<file path="config.mk">
export PLATFORM = sky130hd
export DESIGN_NAME = perceptron_trainer
export DESIGN_NICKNAME = d
export VERILOG_FILES = /design/src/rtl/perceptron_pkg.sv /design/src/rtl/trainer_sample_bank.sv /design/src/rtl/perceptron_trainer.sv
export SDC_FILE = /design/constraint.sdc
export NUM_CORES = 1
export LEC_CHECK = 0
export ABC_AREA = 1
export CAP_MARGIN = 20
export CORE_UTILIZATION = 50
export DETAILED_ROUTE_END_ITERATION = 12
export PLACE_DENSITY_LB_ADDON = 0.2
export SYNTH_ARGS = -nofsm -noshare
export SYNTH_HDL_FRONTEND = slang
export SYNTH_SLANG_ARGS = --single-unit
</file>
<file path="constraint.sdc">
create_clock -name clk -period 1.45 [get_ports clk]
set_input_delay 0.29 -clock clk [delete_from_list [all_inputs] [get_ports clk]]
set_output_delay 0.29 -clock clk [all_outputs]
set_load 0.02 [all_outputs]
</file>
<file path="src/rtl/perceptron_pkg.sv">
// Shared definitions for the perceptron core and its training sequencer.
package perceptron_pkg;

  localparam int unsigned N_IN_DEFAULT = 7;

  // Bit positions within the perceptron's 2-bit result bus.
  localparam int unsigned RES_CLASS    = 0;
  localparam int unsigned RES_MISMATCH = 1;

  typedef enum logic [2:0] {
    StIdle,
    StDrive,
    StWait,
    StSample,
    StEpochEnd,
    StDone
  } state_t;

endpackage

</file>
<file path="src/rtl/trainer_sample_bank.sv">
// Labelled sample store: synchronous write, combinational read, entries are {vec, label}.
module trainer_sample_bank
  import perceptron_pkg::*;
#(
  parameter int unsigned N_IN      = N_IN_DEFAULT,
  parameter int unsigned N_SAMPLES = 8,
  localparam int unsigned AW       = $clog2(N_SAMPLES)
) (
  input  logic          clk,
  input  logic          we,
  input  logic [AW-1:0] waddr,
  input  logic [N_IN:0] wdata,
  input  logic [AW-1:0] raddr,
  output logic [N_IN:0] rdata
);

  logic [N_IN:0] mem [N_SAMPLES];

  always_ff @(posedge clk) begin
    if (we) begin
      mem[waddr] <= wdata;
    end
  end

  assign rdata = mem[raddr];

endmodule

</file>
<file path="src/rtl/perceptron_trainer.sv">
// Epoch sequencer: presents banked samples to the perceptron, counts mismatches,
// and stops on a clean epoch or after MAX_EPOCHS.
module perceptron_trainer
  import perceptron_pkg::*;
#(
  parameter int unsigned N_IN       = N_IN_DEFAULT,
  parameter int unsigned N_SAMPLES  = 8,
  parameter int unsigned MAX_EPOCHS = 15,
  parameter int unsigned SETTLE     = 2,
  localparam int unsigned AW        = $clog2(N_SAMPLES),
  localparam int unsigned SW        = $clog2(SETTLE + 1)
) (
  input  logic            clk,
  input  logic            reset,
  input  logic            load_we,
  input  logic [AW-1:0]   load_addr,
  input  logic [N_IN-1:0] load_vec,
  input  logic            load_label,
  input  logic            start,
  input  logic [7:0]      threshold_cfg,
  output logic [N_IN-1:0] pc_in,
  output logic [7:0]      pc_threshold,
  output logic            pc_exp_res,
  input  logic [1:0]      pc_result,
  output logic            busy,
  output logic            done,
  output logic            converged,
  output logic [3:0]      epoch_cnt,
  output logic [3:0]      err_cnt
);

  state_t        state;
  logic [AW-1:0] idx;
  logic [SW-1:0] settle_cnt;
  logic [N_IN:0] bank_rd;
  logic          bank_we;
  logic          unused_class;

  assign unused_class = pc_result[RES_CLASS];
  assign bank_we      = load_we && ((state == StIdle) || (state == StDone));

  trainer_sample_bank #(
    .N_IN      (N_IN),
    .N_SAMPLES (N_SAMPLES)
  ) u_bank (
    .clk   (clk),
    .we    (bank_we),
    .waddr (load_addr),
    .wdata ({load_vec, load_label}),
    .raddr (idx),
    .rdata (bank_rd)
  );

  always_ff @(posedge clk) begin
    if (reset) begin
      state        <= StIdle;
      pc_in        <= '0;
      pc_exp_res   <= 1'b0;
      pc_threshold <= '0;
      busy         <= 1'b0;
      done         <= 1'b0;
      converged    <= 1'b0;
      epoch_cnt    <= '0;
      err_cnt      <= '0;
      idx          <= '0;
      settle_cnt   <= '0;
    end else begin
      unique case (state)
        StIdle, StDone: begin
          if (start) begin
            state        <= StDrive;
            idx          <= '0;
            epoch_cnt    <= '0;
            err_cnt      <= '0;
            converged    <= 1'b0;
            done         <= 1'b0;
            busy         <= 1'b1;
            pc_threshold <= threshold_cfg;
          end
        end
        StDrive: begin
          pc_in      <= bank_rd[N_IN:1];
          pc_exp_res <= bank_rd[0];
          settle_cnt <= SW'(SETTLE);
          // With SETTLE=1 the DRIVE edge alone covers the settle time.
          state      <= (SETTLE <= 1) ? StSample : StWait;
        end
        StWait: begin
          settle_cnt <= settle_cnt - 1'b1;
          if (settle_cnt <= SW'(2)) begin
            state <= StSample;
          end
        end
        StSample: begin
          if (pc_result[RES_MISMATCH] && (err_cnt != 4'hF)) begin
            err_cnt <= err_cnt + 4'd1;
          end
          if (idx == AW'(N_SAMPLES - 1)) begin
            state <= StEpochEnd;
          end else begin
            idx   <= idx + 1'b1;
            state <= StDrive;
          end
        end
        StEpochEnd: begin
          epoch_cnt <= epoch_cnt + 4'd1;
          if (err_cnt == 4'd0) begin
            converged <= 1'b1;
            done      <= 1'b1;
            busy      <= 1'b0;
            state     <= StDone;
          end else if (epoch_cnt == 4'(MAX_EPOCHS - 1)) begin
            converged <= 1'b0;
            done      <= 1'b1;
            busy      <= 1'b0;
            state     <= StDone;
          end else begin
            err_cnt <= '0;
            idx     <= '0;
            state   <= StDrive;
          end
        end
        default: state <= StIdle;
      endcase
    end
  end

endmodule
</file>
Yosys cells after proc, flatten, opt, wreduce, memory -nomap -nowiden

Memories as Yosys holds them, arrays and structs flattened. A register that Yosys moved wholly into a read port is not among the register bits.
Cells that the tools add are included.

Bits of input ports: 25
Flip-flop bits (word level): 27
Logic and storage cells: 75
Output and inout bits: 27
RAM bits: 64
Memories kept: 1

Reductions and logical operators: 15
Magnitude comparators: 1
Equal/unequal tests: 15
Mux-type cells: 30
Add/sub/neg operators: 4

Memories:

| name       | depth | width | rd ports | clocked after memory_dff | wr ports | RTL line                  | source |
|---|---|---|---|---|---|---|---|
| u_bank.mem | 8     | 8     | 1        | 1                        | 1        | trainer_sample_bank.sv:17 | `logic [N_IN:0] mem [N_SAMPLES];` |

Operator list:

| cell                | number |
|---|---|
| $mux 3              | 9 |
| $mux 4              | 4 |
| $pmux 3 s5          | 1 |
| $ne 2x2->1 const B  | 6 |
| $pmux 4 s3          | 1 |
| $reduce_and 5->1    | 2 |
| $eq 3x3->1 const B  | 3 |
| $mux 1              | 9 |
| $pmux 3 s3          | 1 |
| $add 4x1->4 const B | 2 |
| $pmux 4 s2          | 1 |
| $eq 3x2->1 const B  | 2 |
| $pmux 1 s2          | 3 |
| $reduce_and 2->1    | 3 |
| $eq 4x4->1 const B  | 1 |
| $logic_not 4->1     | 1 |
| $ne 4x4->1 const B  | 1 |
| $pmux 2 s2          | 1 |
| $reduce_bool 2->1   | 2 |
| $add 3x1->3 const B | 1 |
| $eq 3x1->1 const B  | 1 |
| $logic_not 3->1     | 1 |
| $ne 3x3->1 const B  | 1 |
| $reduce_and 3->1    | 1 |
| 6 further kinds     | 7 |

Longest topological paths before layout

Gate-level depths: netlist (run 1).

Word-level depth: 5
Depth in mapped cells: 10
Depth with buffers taken out: 10

Cells and area by module

From an unflattened synthesis (run 1), not the netlist that was laid out.

Cell total of the unflattened synthesis: 513
Area, all modules: 4,466.8 um2

Modules (own cells, without submodules):

| module              | sequential area each (um2) | cells an instance | instances | area each (um2) |
|---|---|---|---|---|
| trainer_sample_bank | 1,921.8                    | 295               | 1         | 2,890.3 |
| perceptron_trainer  | 700.7                      | 218               | 1         | 1,576.5 |

Least setup slack after synthesis (run 1)

Ideal clock, no wire load.

Path type: register to register
From: register state[2]
To: memory u_bank.mem[6][0] (netlist name), enable pin
Clock period less this slack: 1.598 ns
Data arrival time: 1.227 ns
Setup slack: -0.148 ns
Path buffers: 0
Cell stages (with the launch flop): 7
Data required time: 1.080 ns
Library setup time: 0.370 ns
Cells stage by stage: dfxtp_1 -> inv_2 -> nand2_4 -> nand3_1 -> nor2_1 -> nand2_1 -> nor2_1

Cells in the longest elaborated chain, start to end: 5
Elaborated cells between the ends (all ways): 6
Those cells by class: eq/ne (1); mux (2); reduce/logical (3)

Ends and longest elaborated chain:

| element                                       | RTL line                  | source |
|---|---|---|
| from (decl)                                   | perceptron_trainer.sv:32  | `state_t state;` |
| from (signal assigned)                        | perceptron_trainer.sv:56  | `state <= StIdle;` |
| from (signal assigned)                        | perceptron_trainer.sv:71  | `state <= StDrive;` |
| from (signal assigned)                        | perceptron_trainer.sv:86  | `state <= (SETTLE <= 1) ? StSample : StWait;` |
| $eq 3x3->1 or $logic_not 3->1 (tied branches) | perceptron_trainer.sv:40  | `assign bank_we = load_we && ((state == StIdle) \|\| (state == StDone));` |
| $logic_or 1x1->1 *                            | perceptron_trainer.sv:40  |  |
| $logic_and 1x1->1 *                           | perceptron_trainer.sv:40  |  |
| $mux 1 *                                      | trainer_sample_bank.sv:20 | `if (we) begin` |
| $mux 1 (not written as such) *                | trainer_sample_bank.sv:21 | `mem[waddr] <= wdata;` |
| to (decl)                                     | trainer_sample_bank.sv:17 |  |

Every way passes the cells marked *; elsewhere a longest branch is shown, timed or not.

Final worst setup path (run 1)

From: register state[0]
To: memory u_bank.mem[1][1] (netlist name), enable pin

Same word-level chain as after synthesis.

==> results of run 1 <==
==> flip-flops by register name, indices dropped and copies added, names as in the netlist <==
register,count
u_bank.mem,64
pc_threshold,8
pc_in,7
epoch_cnt,4
err_cnt,4
idx,3
state,3
settle_cnt,2
busy,1
converged,1
done,1
pc_exp_res,1
==> per-stage QoR <==
stage	TNS, ns	std cells	worst slack [ns]	power (W)	util [%]
6_report	0	615	0.04825	0.006440	67.84
5_1_grt	-0.1306	615	-0.01752	0.006724	67.84
3_3_place_gp	-22.41	595	-0.3476	0.004482	63.42
2_1_floorplan	-3.036	426	-0.04744	0.004000	-
3_5_place_dp	-23.67	595	-0.3666	0.004508	63.42
4_1_cts	0	611	0.004556	0.006399	66.44
==> routing by layer <==
metal | vias up | part of all wire (%) | global-route usage [%] | routed length [µm]
li1 | 1601 | - | - | -
met1 | 1494 | 42 | 29.77 | 3953
met2 | 101 | 50 | 39.09 | 4658
met3 | 17 | 5.4 | 3.695 | 500
met4 | 0 | 2.1 | 9.487 | 192
met5 | - | 0 | 0 | 0
==> area by class of cell <==
class	count	area (µm²)	area share, %
well taps	102	127.6	2.397
multi-input cells	287	1454	27.31
clock inverters	6	96.34	1.810
flip-flops and latches	99	2636	49.52
repair buffers	87	789.5	14.83
inverters	24	92.59	1.739
clock buffers	10	127.6	2.397
==> worst max-delay path: stages, from the launching register on <==
cell     delay (ns)
dfxtp_4        0.38
inv_2          0.04
nand2_2        0.07
nand3_2        0.08
nor2_4         0.18
nand2_4        0.12
nor2_4         0.10
buf_6          0.14
==> cells by family after synthesis <==
logic type               Yosys count  share of synthesized area [%]
flip-flops                        99                          63.59
AO/OA/AOI/OAI                     62                          7.706
adder cells (fa/ha/maj)            7                          2.124
buffers and inverters             40                          3.913
XOR/XNOR                           1                         0.2124
AND/OR/NAND/NOR                  217                          22.45
==> final timing paths <==
path         startpoint                to  slack (ns)  cells past startpoint
max            state[0]  u_bank.mem[1][1]        0.05                      7
min                done              done        0.46                      2
max reg2reg    state[0]  u_bank.mem[1][1]        0.05                      7
min reg2reg        done              done        0.46                      2
==> layout by cell type (no fill, tap or decap), drive strengths merged, types with 7 or more instances in the layout <==
cell           synthesis  layout
clkbuf                 7      14
clkdlybuf4s50          0      23
dfxtp                 35      35
edfxtp                64      64
o21ai                 41      41
dlygate4sd2            0      22
nor2                  91      91
a21oi                 19      19
nand2                 85      85
buf                    9      37
ha                     7       7
nand3                 31      31
inv                   24      26
==> repair_timing <==
action / CTS / global route
endpoints found under the setup margin: 94 / 95
pin swaps: 3 / 11
resized for setup: 42 / 32
setup buffers: 0 / 4
hold endpoints to repair: 0 / 0
==> report_power, final <==
| group | switching, W | leakage (nW) | total, W | internal [W] |
|---|---|---|---|---|
| Sequential | 0.0000788 | 0.869 | 0.00322 | 0.00314 |
| Combinational | 0.000773 | 1.14 | 0.00127 | 0.000497 |
| Clock | 0.000961 | 0.109 | 0.00195 | 0.000993 |
==> summary.txt, run 1 <==
STA
  • RSZ-0062 raised after global routing: true
  • Max frequency: about 0.7 GHz
  • Worst hold margin: 0.4612 ns
  • Normalized max-slew margin: a little under three quarters
  • Pins Over Slew Limit: 0
  • # setup viols final: 0
  • Final Hold Viols: 0
  • Clock Skews: 0.02045 ns
  • Final Cycle Share: roughly 97%
  • Crit path time final: around 1.4 ns
  • Worst Tran Pin Value: between 0.4 and 0.5 ns

Floorplanning
  • Row count: 32
  • Core Region: 7848 µm²
  • Initial cell density of the core: between 50% and 60%
  • Die area: 8616 µm²
  • Die Height: around 93 µm
  • Ports: 52
  • Die width: 92.82 µm

Setup path
  • CP required: 1.52 ns
  • Crit path kind: reg2reg
  • Critical Path Sink Type: flop
  • Crit path launch type: flop
  • Crit Path Max Fanout: 8
  • Crit path DAT: 1.47 ns

Synthesis
  • Most used DFF post-synth: edfxtp_1
  • Synthesized area per cell: between 9 and 10 µm²
  • Synth area leader: edfxtp_1
  • Post-synthesis cell type count: 27
  • Number of synthesized flops with an enable pin: 64
  • Sequential element share of the synthesized area: around 64%
  • Flops & latches, synth: 99
  • Synth cell count leaders: nor2_1, nand2_1, edfxtp_1, o21ai_0, dfxtp_1
  • YS warnings: 0
  • Synth top area share: a little under half
  • Synthesized cell area: slightly above 4000 µm²
  • Cell with the most instances after synthesis: nor2_1
  • Synthesized Nets: around 460
  • Async SR Flop Fraction: 0%
  • Post-Synthesis Cells: between 400 and 500
  • Largest cells by area after synthesis: edfxtp_1, dfxtp_1, nor2_1

Placement
  • DP Area: approximately 5000 µm²
  • DP Wirelength: 6671 µm
  • Port bufs: 50
  • Global placer's final weighted congestion: between 0.8 and 0.9

Global routing
  • GRT Total Usage: 23.19%
  • Largest net degree at the start of global routing: 34
  • First-pass GRT wire length: roughly 15000 µm
  • Number of global-route vias before repair: 3033
  • Total gr overflow: 0
  • Initial antenna violation count: 0

Final layout
  • Area Overhead vs Synth: 29.10%
  • Layout cells sized above 1: slightly below 20%
  • Fillers: 609
  • Antenna diodes: 0
  • Nets: between 500 and 600
  • Post-route cell area: 5324 µm²

Pwr
  • Cell Pwr Density: 1210 nW/µm²
  • Leakage power: approximately 2.1 nW
  • Peak supply drop: 0.7355 mV

Run
  • Max-cap violations: 0

Detailed routing
  • Routed WL: 9304 µm
  • Initial DRC count: around 190
  • Vias per cell: roughly 5.2
  • Router iterations before antenna repair: 4
  • Post-route ant nets: 0
  • Avg WL per Cell: 15.13 µm
  • Residual DRC: 0
  • Vias: 3213

Clock network
  • Clock Pin Slew Worst Setup and Hold Paths: ~0.09 ns
  • Total CTS buffers: 9
  • Clock root buffer master: clkbuf_8
  • Clock latency on the worst-skew pair: 0.37 ns
  • Num Clock Sinks: 99
  • CTS tree: done
  • Clock Path Buffers: 2
  • Hold-fix buffers, CTS: 0
  • H-tree level count: 3

Outcome
  • Status: completed

Worst hold path
  • Hold WC Path Type: reg2reg
Power figures use the tool's default switching activity.
==> inputs of run 2 (changes only) <==
--- a/config.mk
+++ b/config.mk
@@ -10,6 +10,7 @@
 export CORE_UTILIZATION = 50
 export DETAILED_ROUTE_END_ITERATION = 12
 export PLACE_DENSITY_LB_ADDON = 0.2
+export SKIP_CTS_REPAIR_TIMING = 1
 export SYNTH_ARGS = -nofsm -noshare
 export SYNTH_HDL_FRONTEND = slang
 export SYNTH_SLANG_ARGS = --single-unit
==> run 2 against run 1 <==
  * The run now ends with setup timing left
  * Sequential power about the same
  * Critical path depth unchanged
  * Sequential share of layout area down 1.3 points
  * Core utilization up 1.7 points
  * Register-to-register slack worse by 0.06 ns
  * Count of clock-buffer cells in the layout unchanged
  * Die area unchanged
  * Maximum frequency down 4.0%
  * First-iteration DRC count down 1.0%
  * Clock skew up 0.00080 ns
  * Wire length up 0.51%
  * Critical path type unchanged
  * Critical endpoint unchanged
==> summary.txt, run 2 (same netlist as run 1, synthesis figures left out) <==
Global routing
  • Total gr overflow: 0 (unchanged)
  • First-pass GRT wire length: 14790 µm (was 14960 µm)
  • Largest net degree at the start of global routing: 34 (unchanged)
  • GRT Total Usage: 22.96% (was 23.19%)
  • Number of global-route vias before repair: 3003 (was 3033)
  • Initial antenna violation count: 0 (unchanged)

Detailed routing
  • Avg WL per Cell: 15.20 µm (was 15.13 µm)
  • Initial DRC count: 190 (was 192)
  • Post-route ant nets: 0 (unchanged)
  • Vias: 3209 (was 3213)
  • Residual DRC: 0 (unchanged)
  • Router iterations before antenna repair: 7 (was 4)
  • Vias per cell: 5.218 (was 5.224)
  • Routed WL: 9351 µm (was 9304 µm)

Run
  • Max-cap violations: 0 (unchanged)

Clock network
  • CTS tree: done (unchanged)
  • Num Clock Sinks: 99 (unchanged)
  • Clock Path Buffers: 2 (unchanged)
  • H-tree level count: 3 (unchanged)
  • Clock Pin Slew Worst Setup and Hold Paths: 0.09 ns (about the same)
  • Clock latency on the worst-skew pair: 0.36 ns (was 0.37 ns)
  • Total CTS buffers: 9 (unchanged)
  • Clock root buffer master: clkbuf_8 (unchanged)

Final layout
  • Area Overhead vs Synth: 32.28% (was 29.10%)
  • Core Util, Final: 69.52% (was 67.84%)
  • Commonest non-fill, non-tap cell in the layout: nor2_1 (unchanged)
  • Antenna diodes: 0 (unchanged)
  • Max reg flops: 64 (unchanged)
  • Regs by FF count: u_bank.mem: 64 flops, pc_threshold: 8 flops, pc_in: 7 flops (unchanged)
  • Sequential cell area: 2633 µm² (was 2636 µm²)
  • Fillers: 582 (was 609)
  • Commonest cells after routing, fill and taps aside: nor2_1, nand2_1, edfxtp_1 (unchanged)
  • Most flop-heavy register: u_bank.mem (unchanged)
  • Area of the multi-input gates: 1466 µm² (was 1454 µm²)
  • Nets: 540 (unchanged)
  • Layout cells sized above 1: 18.32% (was 19.30%)

STA
  • Clock Skews: 0.02125 ns (was 0.02045 ns)
  • Normalized max-slew margin: 72.07% (was 70.91%)
  • Setup tns final: -0.04065 ns (was 0 ns)
  • Worst Tran Pin Value: 0.4176 ns (was 0.4350 ns)
  • RSZ-0062 raised after global routing: true (unchanged)
  • # setup viols final: 5 (was 0)
  • Slack of the critical path: -0.009936 ns (was 0.04825 ns)
  • Worst hold margin: 0.4647 ns (was 0.4612 ns)
  • Crit path time final: 1.460 ns (was 1.402 ns)
  • Pins Over Slew Limit: 0 (unchanged)
  • Final Cycle Share: 100.7% (was 96.67%)
  • Max frequency: 0.6850 GHz (was 0.7134 GHz)
  • Final Hold Viols: 0 (unchanged)

Pwr
  • Leakage power: 2.480 nW (was 2.120 nW)
  • Power Total: 0.006464 W (was 0.006440 W)
  • Cell Pwr Density: 1185 nW/µm² (was 1210 nW/µm²)
  • Peak supply drop: 0.7393 mV (was 0.7355 mV)

Floorplanning
  • Core Region: 7848 µm² (unchanged)
  • Ports: 52 (unchanged)
  • Die width: 92.82 µm (unchanged)
  • Die area: 8616 µm² (unchanged)
  • Row count: 32 (unchanged)
  • Die Height: 92.82 µm (unchanged)
  • Initial cell density of the core: 52.55% (unchanged)

Setup path
  • Crit path launch type: flop (unchanged)
  • Crit Path Max Fanout: 8 (unchanged)
  • Critical Path Sink Type: flop (unchanged)
  • Crit path DAT: 1.52 ns (was 1.47 ns)
  • CP required: 1.51 ns (was 1.52 ns)
  • Crit path kind: reg2reg (unchanged)

Placement
  • Global placer's final weighted congestion: 0.8558 (unchanged)
  • DP Wirelength: 6671 µm (unchanged)
  • Port bufs: 50 (unchanged)

Outcome
  • Failing checks: setup timing
  • Status: finished, violations left (was completed)

Worst hold path
  • Hold WC Path Type: reg2reg (unchanged)
run 2: cell count changes in the layout (fill, tap and decap cells not counted), sizes merged:
cell,change
dlymetal6s2s,+27
dlygate4sd2,-22
clkdlybuf4s15,-1
clkbuf,-4
run 2: final cells by class:
| class | count | share of cell area, % |
|---|---|---|
| multi-input combinational | 287 | 26.88 |
| inverter | 24 | 1.697 |
| clock inverter | 6 | 1.766 |
| timing repair buffer | 87 | 16.72 |
| sequential | 99 | 48.26 |
| clock buffer | 10 | 2.339 |
| tap | 102 | 2.339 |
run 2: where the power goes:
part / switching [W] / internal, W / total, W / leakage, nW
registers: 0.0000780 / 0.00314 / 0.00321 / 0.868
clock network: 0.000952 / 0.000994 / 0.00195 / 0.109
logic: 0.000772 / 0.000533 / 0.00131 / 1.50
total: 0.00180 / 0.00466 / 0.00646 / 2.48
run 2: worst paths after layout:
path	from	end	slack, ns	depth (start not counted)
worst max-delay path	state[0]	u_bank.mem[1][1]	-0.01	7
worst min-delay path	done	done	0.46	2
worst max register to register	state[0]	u_bank.mem[1][1]	-0.01	7
worst min register to register	done	done	0.46	2
run 2: worst max-delay path, cell delays in order (launching register included):
cell	delay [ns]
dfxtp_2	0.34
buf_6	0.11
nand2_4	0.07
nand3_4	0.07
nor2_4	0.20
nand2_4	0.13
nor2_4	0.10
buf_6	0.14
run 2: per-layer routing:
| metal | vias to the layer above | wire, µm | GRT usage [%] | part of all wire [%] |
|---|---|---|---|---|
| met5 | - | 0 | 0 | 0 |
| met4 | 0 | 136 | 9.487 | 1.5 |
| met3 | 12 | 574 | 3.695 | 6.1 |
| met2 | 105 | 4728 | 38.48 | 51 |
| met1 | 1492 | 3911 | 29.60 | 42 |
| li1 | 1600 | - | - | - |
run 2: per-stage QoR:
step	area (µm²)	std cells	setup WS [ns]
after CTS	5201	611	-0.2987
after detailed placement	4977	595	-0.3666
after floorplan	4148	426	-0.04744
final	5455	615	-0.009936
after global routing	5455	615	-0.07389
after global placement	4977	595	-0.3476
